--- src/rtl/uart_rx_fifo_if.sv ---
// System-side bundle of the UART receive FIFO: head-of-queue data, pop
// handshake, occupancy and sticky error flags.
// master: the receiver (drives data and status).
// slave:  the consuming core (drives pop and error clear).
interface uart_rx_fifo_if #(
    parameter int fifo_depth = 16
);
    localparam int COUNT_W = $clog2(fifo_depth) + 1;

    logic [7:0]         rx_data;
    logic               rx_avail;
    logic               rx_ack;
    logic [COUNT_W-1:0] rx_count;
    logic               frame_err;
    logic               overrun;
    logic               err_clr;

    modport master (
        output rx_data,
        output rx_avail,
        output rx_count,
        output frame_err,
        output overrun,
        input  rx_ack,
        input  err_clr
    );

    modport slave (
        input  rx_data,
        input  rx_avail,
        input  rx_count,
        input  frame_err,
        input  overrun,
        output rx_ack,
        output err_clr
    );
endinterface

--- src/rtl/uart_rx_fifo.sv ---
// UART 8N1 receiver feeding a first-word-fall-through FIFO.
// The serial line passes a two-flop synchroniser, a mid-bit sampling FSM
// recovers each byte, and good bytes are queued for the system core.
// Framing and overrun errors are sticky until err_clr.
//
// Optional build macro UART_RX_MAJORITY_EN: every start/data/stop sample
// becomes a 2-of-3 vote over the cycles around the nominal centre, with the
// decision one cycle after the centre. Needs DIV >= 4.
module uart_rx_fifo #(
    parameter int clk_freq       = 50000000,
    parameter int uart_baud_rate = 1152000,
    parameter int fifo_depth     = 16
) (
    input  logic               clk,
    input  logic               rst,
    input  logic               uart_rxd,
    uart_rx_fifo_if.master     sys
);
    localparam int DIV     = clk_freq / uart_baud_rate;
    localparam int HALF    = DIV / 2;
    localparam int CNT_W   = $clog2(DIV);
    localparam int PTR_W   = $clog2(fifo_depth);
    localparam int COUNT_W = PTR_W + 1;

    localparam logic [CNT_W-1:0]   CNT_LAST = CNT_W'(DIV - 1);
    localparam logic [COUNT_W-1:0] FULL_CNT = COUNT_W'(fifo_depth);

    // ------------------------------------------------------------------
    // Input synchroniser; presets to the idle (high) line level.
    // ------------------------------------------------------------------
    logic sync1_reg;
    logic rxd_s;

    // Two-flop synchroniser for the asynchronous serial input.
    always_ff @(posedge clk or negedge rst) begin
        if (!rst) begin
            sync1_reg <= 1'b1;
            rxd_s     <= 1'b1;
        end else begin
            sync1_reg <= uart_rxd;
            rxd_s     <= sync1_reg;
        end
    end

    // ------------------------------------------------------------------
    // Bit decision value and sampling positions.
    // ------------------------------------------------------------------
    logic bit_val;

`ifdef UART_RX_MAJORITY_EN
    // The vote is taken one cycle after the nominal centre. The start
    // decision restarts the counter at 1 so the data-bit counter stays in
    // phase with the nominal centres; data/stop decisions then land where
    // the free-running counter has just wrapped to 0.
    localparam logic [CNT_W-1:0] START_AT   = CNT_W'(HALF);
    localparam logic [CNT_W-1:0] START_NEXT = CNT_W'(1);
    localparam logic [CNT_W-1:0] BIT_AT     = '0;

    logic hist1_reg;
    logic hist2_reg;

    // Two-deep history of the synchronised line for the 2-of-3 vote.
    always_ff @(posedge clk or negedge rst) begin
        if (!rst) begin
            hist1_reg <= 1'b1;
            hist2_reg <= 1'b1;
        end else begin
            hist1_reg <= rxd_s;
            hist2_reg <= hist1_reg;
        end
    end

    assign bit_val = (hist2_reg & hist1_reg) | (hist1_reg & rxd_s) | (hist2_reg & rxd_s);
`else
    // Single sample exactly at the nominal centre.
    localparam logic [CNT_W-1:0] START_AT   = CNT_W'(HALF - 1);
    localparam logic [CNT_W-1:0] START_NEXT = '0;
    localparam logic [CNT_W-1:0] BIT_AT     = CNT_LAST;

    assign bit_val = rxd_s;
`endif

    // ------------------------------------------------------------------
    // Frame recovery FSM.
    // ------------------------------------------------------------------
    typedef enum logic [2:0] {
        IDLE,
        START,
        DATA,
        STOP,
        BREAK
    } state_t;

    state_t           state_reg;
    logic [CNT_W-1:0] cnt_reg;
    logic [CNT_W-1:0] cnt_wrap;
    logic [2:0]       bit_idx_reg;
    logic [7:0]       shift_reg;
    logic             push_reg;
    logic             frame_err_reg;

    // Bit-period counter runs 0..DIV-1 and wraps during data and stop bits.
    assign cnt_wrap = (cnt_reg == CNT_LAST) ? '0 : cnt_reg + CNT_W'(1);

    // Receive FSM: start validation, LSB-first shift, stop check, break wait.
    // push_reg is a one-cycle strobe to the FIFO; frame_err is sticky here.
    always_ff @(posedge clk or negedge rst) begin
        if (!rst) begin
            state_reg     <= IDLE;
            cnt_reg       <= '0;
            bit_idx_reg   <= '0;
            shift_reg     <= '0;
            push_reg      <= 1'b0;
            frame_err_reg <= 1'b0;
        end else begin
            push_reg <= 1'b0;
            // A new framing error below overrides the clear.
            if (sys.err_clr) begin
                frame_err_reg <= 1'b0;
            end
            case (state_reg)
                IDLE: begin
                    if (!rxd_s) begin
                        state_reg <= START;
                        cnt_reg   <= '0;
                    end
                end
                START: begin
                    if (cnt_reg == START_AT) begin
                        if (bit_val) begin
                            // Too short to be a start bit: treat as a glitch.
                            state_reg <= IDLE;
                        end else begin
                            state_reg   <= DATA;
                            cnt_reg     <= START_NEXT;
                            bit_idx_reg <= '0;
                        end
                    end else begin
                        cnt_reg <= cnt_reg + CNT_W'(1);
                    end
                end
                DATA: begin
                    cnt_reg <= cnt_wrap;
                    if (cnt_reg == BIT_AT) begin
                        shift_reg   <= {bit_val, shift_reg[7:1]};
                        bit_idx_reg <= bit_idx_reg + 3'd1;
                        if (bit_idx_reg == 3'd7) begin
                            state_reg <= STOP;
                        end
                    end
                end
                STOP: begin
                    cnt_reg <= cnt_wrap;
                    if (cnt_reg == BIT_AT) begin
                        if (bit_val) begin
                            push_reg  <= 1'b1;
                            state_reg <= IDLE;
                        end else begin
                            frame_err_reg <= 1'b1;
                            state_reg     <= BREAK;
                        end
                    end
                end
                BREAK: begin
                    // Hold off until the line returns high so a long break
                    // reports only one framing error.
                    if (rxd_s) begin
                        state_reg <= IDLE;
                    end
                end
                default: state_reg <= IDLE;
            endcase
        end
    end

    // ------------------------------------------------------------------
    // First-word-fall-through FIFO.
    // ------------------------------------------------------------------
    logic [7:0]         mem [fifo_depth];
    logic [PTR_W-1:0]   wr_ptr_reg;
    logic [PTR_W-1:0]   rd_ptr_reg;
    logic [COUNT_W-1:0] count_reg;
    logic               overrun_reg;
    logic               full;
    logic               pop;
    logic               push_ok;

    assign full = (count_reg == FULL_CNT);
    assign pop  = sys.rx_ack && (count_reg != '0);
    // A pop in the same cycle frees the slot, so a full FIFO still accepts.
    assign push_ok = push_reg && (!full || pop);

    // Storage write; contents need no reset because occupancy gates reads.
    always_ff @(posedge clk) begin
        if (push_ok) begin
            mem[wr_ptr_reg] <= shift_reg;
        end
    end

    // Pointers, occupancy and the sticky overrun flag.
    always_ff @(posedge clk or negedge rst) begin
        if (!rst) begin
            wr_ptr_reg  <= '0;
            rd_ptr_reg  <= '0;
            count_reg   <= '0;
            overrun_reg <= 1'b0;
        end else begin
            if (push_ok) begin
                wr_ptr_reg <= wr_ptr_reg + PTR_W'(1);
            end
            if (pop) begin
                rd_ptr_reg <= rd_ptr_reg + PTR_W'(1);
            end
            case ({push_ok, pop})
                2'b10:   count_reg <= count_reg + COUNT_W'(1);
                2'b01:   count_reg <= count_reg - COUNT_W'(1);
                default: count_reg <= count_reg;
            endcase
            if (push_reg && full && !pop) begin
                overrun_reg <= 1'b1;
            end else if (sys.err_clr) begin
                overrun_reg <= 1'b0;
            end
        end
    end

    assign sys.rx_avail  = (count_reg != '0);
    assign sys.rx_data   = sys.rx_avail ? mem[rd_ptr_reg] : 8'h00;
    assign sys.rx_count  = count_reg;
    assign sys.frame_err = frame_err_reg;
    assign sys.overrun   = overrun_reg;

endmodule

--- src/flat_wrapper.sv ---
// flat-port wrapper written by rule: the top's interface ports become plain ports
module uart_rx_fifo_flat 
#(
    parameter int clk_freq       = 50000000,
    parameter int uart_baud_rate = 1152000,
    parameter int fifo_depth     = 16
)
  (clk, rst, uart_rxd, sys_rx_data, sys_rx_avail, sys_rx_count, sys_frame_err, sys_overrun, sys_rx_ack, sys_err_clr);
  uart_rx_fifo_if #(.fifo_depth(fifo_depth)) sys_i ();
  input  logic clk;
  input  logic rst;
  input  logic uart_rxd;
  output wire logic [$bits(sys_i.rx_data)-1:0] sys_rx_data;
  output wire logic [$bits(sys_i.rx_avail)-1:0] sys_rx_avail;
  output wire logic [$bits(sys_i.rx_count)-1:0] sys_rx_count;
  output wire logic [$bits(sys_i.frame_err)-1:0] sys_frame_err;
  output wire logic [$bits(sys_i.overrun)-1:0] sys_overrun;
  input wire logic [$bits(sys_i.rx_ack)-1:0] sys_rx_ack;
  input wire logic [$bits(sys_i.err_clr)-1:0] sys_err_clr;
  assign sys_rx_data = sys_i.rx_data;
  assign sys_rx_avail = sys_i.rx_avail;
  assign sys_rx_count = sys_i.rx_count;
  assign sys_frame_err = sys_i.frame_err;
  assign sys_overrun = sys_i.overrun;
  assign sys_i.rx_ack = sys_rx_ack;
  assign sys_i.err_clr = sys_err_clr;
  uart_rx_fifo #(.clk_freq(clk_freq), .uart_baud_rate(uart_baud_rate), .fifo_depth(fifo_depth)) u_core (.clk(clk), .rst(rst), .uart_rxd(uart_rxd), .sys(sys_i));
endmodule
--- config.mk ---
export PLATFORM = sky130hd
export DESIGN_NAME = uart_rx_fifo_flat
export DESIGN_NICKNAME = d
export VERILOG_FILES = /design/src/rtl/uart_rx_fifo_if.sv /design/src/rtl/uart_rx_fifo.sv /design/src/flat_wrapper.sv
export SDC_FILE = /design/constraint.sdc
export NUM_CORES = 1
export LEC_CHECK = 0
export ABC_AREA = 1
export ABC_CLOCK_PERIOD_IN_PS = 6100
export CAP_MARGIN = 20
export CELL_PAD_IN_SITES_DETAIL_PLACEMENT = 1
export CELL_PAD_IN_SITES_GLOBAL_PLACEMENT = 1
export CORE_ASPECT_RATIO = 0.75
export CORE_UTILIZATION = 53
export DETAILED_ROUTE_END_ITERATION = 16
export GPL_ROUTABILITY_DRIVEN = 0
export PLACE_DENSITY = 0.87
export SYNTH_ARGS = -nofsm -noshare
export SYNTH_HDL_FRONTEND = slang
export SYNTH_SLANG_ARGS = --single-unit
--- constraint.sdc ---
create_clock -name clk -period 6.1 [get_ports clk]
set_input_delay 1.22 -clock clk [delete_from_list [all_inputs] [get_ports clk]]
set_output_delay 1.22 -clock clk [all_outputs]
set_load 0.01 [all_outputs]
* After elaboration in Yosys (flattened, before gate mapping)
Memory sizes are Yosys's and may differ from the RTL's. Cells that the tools add are included.
Word-level totals: word-level logic and storage cells 83, register bits 38, output and inout port bits 16, memories kept 1, memory bits (writable) 128, input port bits 5
Cells by class: add/subtract/negate cells 6, reductions and logical operators 17, equal/unequal tests 17, multiplexer cells 30
Memory list:
- u_core.mem | words 16, width 8, read ports 1, clocked after Yosys merged registers in 0, wr ports 1, RTL line uart_rx_fifo.sv:179 | logic [7:0] mem [fifo_depth];
Operators by type and width (count):
- $mux 3 | 10
- $mux 6 | 3
- $pmux 6 s3 | 1
- $pmux 3 s5 | 1
- $mux 1 | 11
- $ne 2x1->1 const B | 5
- $pmux 5 s2 | 1
- $add 4x1->4 const B | 2
- $mux 8 | 1
- $add 6x1->6 const B | 1
- $eq 3x2->1 const B | 2
- $eq 3x3->1 const B | 2
- $eq 6x5->1 const B | 1
- $eq 6x6->1 const B | 1
- $pmux 3 s2 | 1
- $reduce_and 6->1 | 1
- $reduce_bool 2->1 | 3
- $add 5x1->5 const B | 1
- $eq 5x5->1 const B | 1
- $reduce_bool 5->1 | 1
- $sub 5x1->5 const B | 1
- $logic_and 1x1->1 | 4
- $ne 2x2->1 const B | 2
- $reduce_and 4->1 | 1
- other kinds (11) | 12

* Logic depth before layout (Yosys ltp)
Gate-level depths: netlist of run 1.
word-level depth 6, gate-level depth with buffers 17, depth with buffers taken out 17

* Worst setup path after synthesis of run 1
Ideal clock, no wire load.
path type input-to-reg, start input sys_rx_ack, end register u_core.count_reg[4], in the netlist u_core.sys.rx_count[4], library setup time 127 ps, buffers on the path 1, slack 3268 ps, stages on the path 14, required time 5973 ps, arrival 2705 ps, cell sequence nor3_2 -> nor2_1 -> buf_4 -> inv_1 -> ha_1 -> xor2_1 -> ha_1 -> inv_1 -> nand2_1 -> nand3_1 -> nand3_1 -> nand2_1 -> nand2_1 -> o21ai_0
Between the ends: longest elaborated chain between the ends 5, elaborated cells on any way between the ends 7, those cells by class eq/ne (2); mux (1); reduce/logical (4)
RTL lines:
- start: declaration | RTL line flat_wrapper.sv:18 | input wire logic [$bits(sys_i.rx_ack)-1:0] sys_rx_ack;
- $logic_and 1x1->1 * | RTL line uart_rx_fifo.sv:189 | assign pop = sys.rx_ack && (count_reg != '0);
- $logic_or 1x1->1 | RTL line uart_rx_fifo.sv:191 | assign push_ok = push_reg && (!full || pop);
- $logic_and 1x1->1 | RTL line uart_rx_fifo.sv:191
- $eq 2x1->1 or $eq 2x2->1 (tied branches) | RTL line uart_rx_fifo.sv:214 | case ({push_ok, pop})
- $pmux 5 s2 or $reduce_bool 2->1 (tied branches)
- end signal: assignment | RTL line uart_rx_fifo.sv:215 | 2'b10: count_reg <= count_reg + COUNT_W'(1);
- end signal: assignment | RTL line uart_rx_fifo.sv:216 | 2'b01: count_reg <= count_reg - COUNT_W'(1);
- end signal: assignment | RTL line uart_rx_fifo.sv:217 | default: count_reg <= count_reg;
- end: declaration | RTL line uart_rx_fifo.sv:182 | logic [COUNT_W-1:0] count_reg;
Mark *: on every way between the ends. The rest lies on a longest branch, timed or not. A chain may end at the register's enable or synchronous reset.

* Final worst setup path of run 1
start register u_core.rd_ptr_reg[1], end output sys_rx_data[0]
Between the ends: longest elaborated chain between the ends 2
RTL lines:
- start: declaration | RTL line uart_rx_fifo.sv:181 | logic [PTR_W-1:0] rd_ptr_reg;
- start signal: assignment | RTL line uart_rx_fifo.sv:212 | rd_ptr_reg <= rd_ptr_reg + PTR_W'(1);
- $mem_v2 16x8
- $mux 8 | RTL line uart_rx_fifo.sv:228 | assign sys.rx_data = sys.rx_avail ? mem[rd_ptr_reg] : 8'h00;
- end: declaration | RTL line flat_wrapper.sv:13 | output wire logic [$bits(sys_i.rx_data)-1:0] sys_rx_data;
No other way between the ends.

==> flow_summary.toml, run 1 <==
[status]
status = "finished, final reports clean"

[power]
p_leak_nw = 3.40
vdd_ir_drop_max_mv = 0.255
total_power_mw = 3.43
p_per_area_nw_per_um2 = 422

[detailed_routing]
via_per_inst = 5.82
drt-met1-wl_um = 8290
wl_met2_um = 9760
wl_per_cell_um = 21.6
drt_iter0_drc = 495
drc_errors = 0
routed-wl-met3_um = 980
highest_layer = "met4"
ant_nets = 0
wl_um = 19500
vias = 5236
dr.pass1.iters = 5

[cells_and_area]
final_net_count = 734
antenna_cells = 0
final_cells = 899
syn_to_final_growth_pct = 11.2
drive_above_1_share_pct = 7.69
largest_reg_flops = 128

[clock_tree]
cts_setup_buffers = 0
clockBufferDepth = 2
cts_hold_repair.buffers = 0
cts_resized = 0
cts_sinks = 166
clk_pin_slew_ns = 0.06
cts_tree = "yes"
cts_made_buffers = 17
clk_latency_ns = 0.44
cts_max_level = 4
cts-root-buf = "clkbuf_16"

[flow_run]
drv_cap = 0

[grt]
grt_max_degree = 67
grt_remaining_overflow = 0
first_global_vias = 5651
grt_antenna_before_repair = 0
grt_usage_pct = 29.6
grt_pass1_wl_um = 30700

[hold_path]
hold_class = "register to register"

[sta]
timing.final.ws_setup_ns = 2.03
setup_tns_ns = 0
tightest_slew_ns = 1.12
relSlewSlack_pct = 25.1
max_freq_ghz = 0.246
rsz0062_at_grt = "no"
setup_viol = 0
finalHoldViolations = 0
fin_skew_ns = 0.0129
post-route-period-util_pct = 66.7
fin_crit_ns = 4.07
maxSlewViolCount = 0

[synthesis]
avgSynthCellArea_um2 = 10.4
synth_cells = 701
synth_seq_cells = 166
yosys_warnings = 0
syn_area_um2 = 7310
synth_nets = 720
ys_seq_area_share_pct = 65.6
synthDistinctLibCells = 33

[die]
die_x_um = 138
num_rows = 36
core_area_um2 = 13200
start_util_pct = 55.4
die_h_um = 104
die_area_um2 = 14300
ios = 21

[worst_setup_path]
critPathLaunchType = "register"
crit_path_end_kind = "output port"
crit_path_max_fanout = 33
cp.arrival_ns = 2.85
crit_type = "register to output port"
cp.required_ns = 4.88

[placement]
portBuffers = 20
dp.cells = 866
hpwl_um = 11900
detailedPlace.worstSlack_ns = 2.13
[cell usage in the layout (no fill, tap or decap), types with 2 or more instances in the layout]
master	n
inv_1	29
nor3_2	2
xnor2_1	2
dfrtp_1	35
xor2_1	9
a21oi_1	10
o21ai_1	12
nand2_2	4
nor2_1	31
edfxtp_1	128
ha_1	14
clkinv_2	3
clkdlybuf4s50_1	19
nand3_1	114
dfstp_2	2
clkinvlp_4	2
clkbuf_1	3
clkbuf_8	3
clkbuf_16	17
buf_4	2
inv_2	12
clkinv_1	3
o21ai_0	9
nand2_1	246
[worst max-delay path: stages (launching register included)]
cell and delay, ns:
dfrtp_1 0.60, inv_2 0.41, nand3_1 0.23, nand3_1 0.10, nand2_1 0.10, nand2_1 0.06
a21oi_1 0.29, clkdlybuf4s50_1 0.60
[final cells by class]
class | instances | area [µm²]
Clock buffer | 23 | 478
Clock inverter | 9 | 76.3
Fill cell | 1417 | 5070
Inverter | 42 | 158
Multi-Input combinational cell | 465 | 2170
Sequential cell | 166 | 4800
Tap cell | 171 | 214
Timing Repair Buffer | 23 | 230
[final timing paths]
check                      cells past startpoint  slack (ns)                               end                               start
max in group asynchronous                      1        4.54  u_core.rd_ptr_reg[0]$_DFFE_PN0P_                                 rst
max                                            7        2.03                    sys_rx_data[0]    u_core.rd_ptr_reg[1]$_DFFE_PN0P_
min reg2reg                                    0        0.36          u_core.bit_val$_DFF_PN1_          u_core.sync1_reg$_DFF_PN1_
min                                            0        0.36          u_core.bit_val$_DFF_PN1_          u_core.sync1_reg$_DFF_PN1_
min in group asynchronous                      1        0.93   u_core.state_reg[0]$_DFFE_PN0P_                                 rst
max reg2reg                                    6        3.16       u_core.mem[11][1]$_DFFE_PP_  u_core.sys.rx_count[2]$_DFFE_PN0P_
[through the flow]
step | utilization, % | hold WS [ns] | area, µm²
after detailed placement | 57.2 | 0.347 | 7550
after floorplan | - | 0.345 | 7310
final | 61.6 | 0.356 | 8130
after CTS | 61.4 | 0.357 | 8110
after global placement | 57.2 | 0.347 | 7550
after global routing | 61.6 | 0.366 | 8130
[cell usage after synthesis (all sizes together)]
cell type / number / area (µm²)
o21bai: 1 / 7.51
nand4: 1 / 6.26
a21boi: 1 / 7.51
xnor2: 2 / 17.5
nand3: 115 / 581
a31oi: 1 / 6.26
a21oi: 10 / 50.1
edfxtp: 128 / 3840
dfrtp: 36 / 901
nor2: 33 / 134
clkinv: 1 / 3.75
dfstp: 2 / 52.6
nand2: 250 / 948
ha: 14 / 175
xor2: 9 / 78.8
buf: 26 / 173
inv: 41 / 154
clkbuf: 2 / 7.51
nor3: 3 / 25.0
o21ai: 22 / 114
nor4: 1 / 6.26
mux2i: 1 / 10.0
and3: 1 / 6.26
[per-layer routing]
layer | vias to the layer above | global-route usage, %
met5 | - | 0
met4 | 0 | 11.5
met3 | 40 | 7.39
met2 | 197 | 47.3
met1 | 2614 | 38.7
li1 | 2385 | -
[cell families (layout without fill, tap and decap cells)]
logic type | after synthesis | in the layout | share of synthesized area [%]
simple gates | 404 | 404 | 23.4
buf+inv | 70 | 97 | 4.62
mux | 1 | 1 | 0.137
flops | 166 | 166 | 65.6
xor+xnor | 11 | 11 | 1.32
compound gates | 35 | 35 | 2.53
fa+ha+maj | 14 | 14 | 2.40
[report_power, final]
group / leakage, nW / switching, mW / internal, mW / total [mW]
clock network: 0.268 / 0.433 / 0.589 / 1.02
registers: 1.98 / 0.100 / 1.25 / 1.35
logic: 1.15 / 0.691 / 0.365 / 1.06
total: 3.40 / 1.23 / 2.21 / 3.43
Note: power is estimated with default switching activity, not from simulation.
==> run 2: changes to the inputs <==
--- a/config.mk
+++ b/config.mk
@@ -6,15 +6,15 @@
 export NUM_CORES = 1
 export LEC_CHECK = 0
 export ABC_AREA = 1
-export ABC_CLOCK_PERIOD_IN_PS = 6100
+export ABC_CLOCK_PERIOD_IN_PS = 4200
 export CAP_MARGIN = 20
 export CELL_PAD_IN_SITES_DETAIL_PLACEMENT = 1
 export CELL_PAD_IN_SITES_GLOBAL_PLACEMENT = 1
 export CORE_ASPECT_RATIO = 0.75
-export CORE_UTILIZATION = 53
+export CORE_UTILIZATION = 49
 export DETAILED_ROUTE_END_ITERATION = 16
 export GPL_ROUTABILITY_DRIVEN = 0
-export PLACE_DENSITY = 0.87
+export PLACE_DENSITY = 0.81
 export SYNTH_ARGS = -nofsm -noshare
 export SYNTH_HDL_FRONTEND = slang
 export SYNTH_SLANG_ARGS = --single-unit
==> constraint.sdc (replaced) <==
create_clock -name clk -period 4.2 [get_ports clk]
set_input_delay 0.84 -clock clk [delete_from_list [all_inputs] [get_ports clk]]
set_output_delay 0.84 -clock clk [all_outputs]
set_load 0.01 [all_outputs]
==> flow_summary.toml, run 2 (synthesized netlist as in run 1, its figures left out) <==
[status]
status = "finished, final reports clean"

[sta]
fin_worst_hold_slack_ns = 0.356
tightest_slew_ns = 0.903
fin_skew_ns = 0.0104
setup_viol = 0
maxSlewViolCount = 0
finalHoldViolations = 0
fin_crit_ns = 3.88
timing.final.ws_setup_ns = 0.320
max_freq_ghz = 0.258
rsz0062_at_grt = "no"
relSlewSlack_pct = 39.8
setup_tns_ns = 0
post-route-period-util_pct = 92.4

[cells_and_area]
multi_input_area_um2 = 2170
final_cell_mix = "246 x nand2_1, 128 x edfxtp_1, 114 x nand3_1"
syn_to_final_growth_pct = 13.0
drive_above_1_share_pct = 8.48
final_net_count = 737
final_common_cell = "nand2_1"
seq_area_um2 = 4800
largest_reg_flops = 128
fill_cells = 1558

[die]
die_x_um = 143
core_area_um2 = 14500
ios = 21
num_rows = 38
die_h_um = 108
start_util_pct = 50.4
die_area_um2 = 15400

[detailed_routing]
vias = 5264
wl_per_cell_um = 21.1
wl_um = 19700
drt-met1-wl_um = 8670
via_per_inst = 5.65
drc_errors = 0
highest_layer = "met4"
ant_nets = 0
dr.pass1.iters = 5
wl_met2_um = 9090
routed-wl-met3_um = 1370
drt_iter0_drc = 469

[clock_tree]
cts-root-buf = "clkbuf_16"
cts_made_buffers = 17
cts_sinks = 166
cts_max_level = 4
clk_pin_slew_ns = 0.06
cts_tree = "yes"
cts_resized = 0
cts_setup_buffers = 0
cts_hold_repair.buffers = 0
clockBufferDepth = 2
clk_latency_ns = 0.45

[worst_setup_path]
cp.required_ns = 3.36
startpoint = "u_core.rd_ptr_reg[1]$_DFFE_PN0P_"
crit_buf_inv = 2
timing.rr.end = "u_core.sys.rx_count[4]$_DFFE_PN0P_"
rr_worst_depth = 17
reg2reg_setup_slack_ns = 1.58
crit_cells = 7
crit_type = "register to output port"
crit_family = "buffers and inverters"
cp_cell_sequence = "inv_2 > nand3_1 > nand3_1 > nand2_1 > nand2_1 > a21oi_1 > clkdlybuf4s50_1"
r2r-start = "u_core.sys.rx_count[1]$_DFFE_PN0P_"
crit_path_top_delay_cell = "dfrtp_1"
critPathLaunchType = "register"
critPathMaxStageDelay_ns = 0.73
crit_path_max_fanout = 33
crit_path_end_kind = "output port"
cp-endpoint = "sys_rx_data[0]"
cp.arrival_ns = 3.04

[grt]
grt_usage_pct = 27.6
grt_pass1_wl_um = 30400
first_global_vias = 5355
grt_max_degree = 42
grt_antenna_before_repair = 1
grt_remaining_overflow = 0

[placement]
hpwl_um = 12200
portBuffers = 20
detailedPlace.worstSlack_ns = 0.927

[power]
p_leak_nw = 3.45
vdd_ir_drop_max_mv = 0.346
p_per_area_nw_per_um2 = 633

[flow_run]
drv_cap = 0

[hold_path]
hold_class = "register to register"
==> run 2: changes by cell type in the layout (fill, tap and decap cells not counted), sizes merged <==
cell	previous run	this run
clkbuf	23	18
bufinv	1	5
buf	4	7
clkinvlp	2	4
clkinv	7	6
diode	0	1
==> run 2: per-stage QoR <==
step / power, mW / cells / area (µm²) / util (%)
3_3_place_gp: 3.43 / 899 / 7620 / 52.5
5_1_grt: 5.43 / 931 / 8260 / 56.9
4_1_cts: 5.22 / 931 / 8260 / 56.9
6_report: 5.23 / 932 / 8260 / 57.0
3_5_place_dp: 3.49 / 899 / 7620 / 52.5
2_1_floorplan: 3.00 / 701 / 7310 / -
==> run 2: routing by layer <==
metal  up-vias  track usage, %
li1       2396               -
met1      2618            37.0
met2       202            42.2
met3        48            7.38
met4         0            12.4
met5         -               0
==> run 2: worst min path at each step <==
stage                               startpoint                  endpoint  slack, ns  depth (start not counted)
floorplan           u_core.sync1_reg$_DFF_PN1_  u_core.bit_val$_DFF_PN1_       0.35                          0
global placement    u_core.sync1_reg$_DFF_PN1_  u_core.bit_val$_DFF_PN1_       0.35                          0
detailed placement  u_core.sync1_reg$_DFF_PN1_  u_core.bit_val$_DFF_PN1_       0.35                          0
CTS                 u_core.sync1_reg$_DFF_PN1_  u_core.bit_val$_DFF_PN1_       0.36                          0
global route        u_core.sync1_reg$_DFF_PN1_  u_core.bit_val$_DFF_PN1_       0.37                          0
finish              u_core.sync1_reg$_DFF_PN1_  u_core.bit_val$_DFF_PN1_       0.36                          0
==> run 2: final cells by class <==
class,count,share of cell area [%]
inverter,42,1.91
sequential,166,58.1
clock buffer,18,5.20
antenna,1,0.0303
multi-input combinational,465,26.3
timing repair buffer,26,2.91
clock inverter,14,2.51
tap,200,3.03
==> run 2: report_power, final <==
group,internal [mW],switching [mW]
sequential,1.82,0.189
clock,1.05,0.658
combinational,0.529,0.983
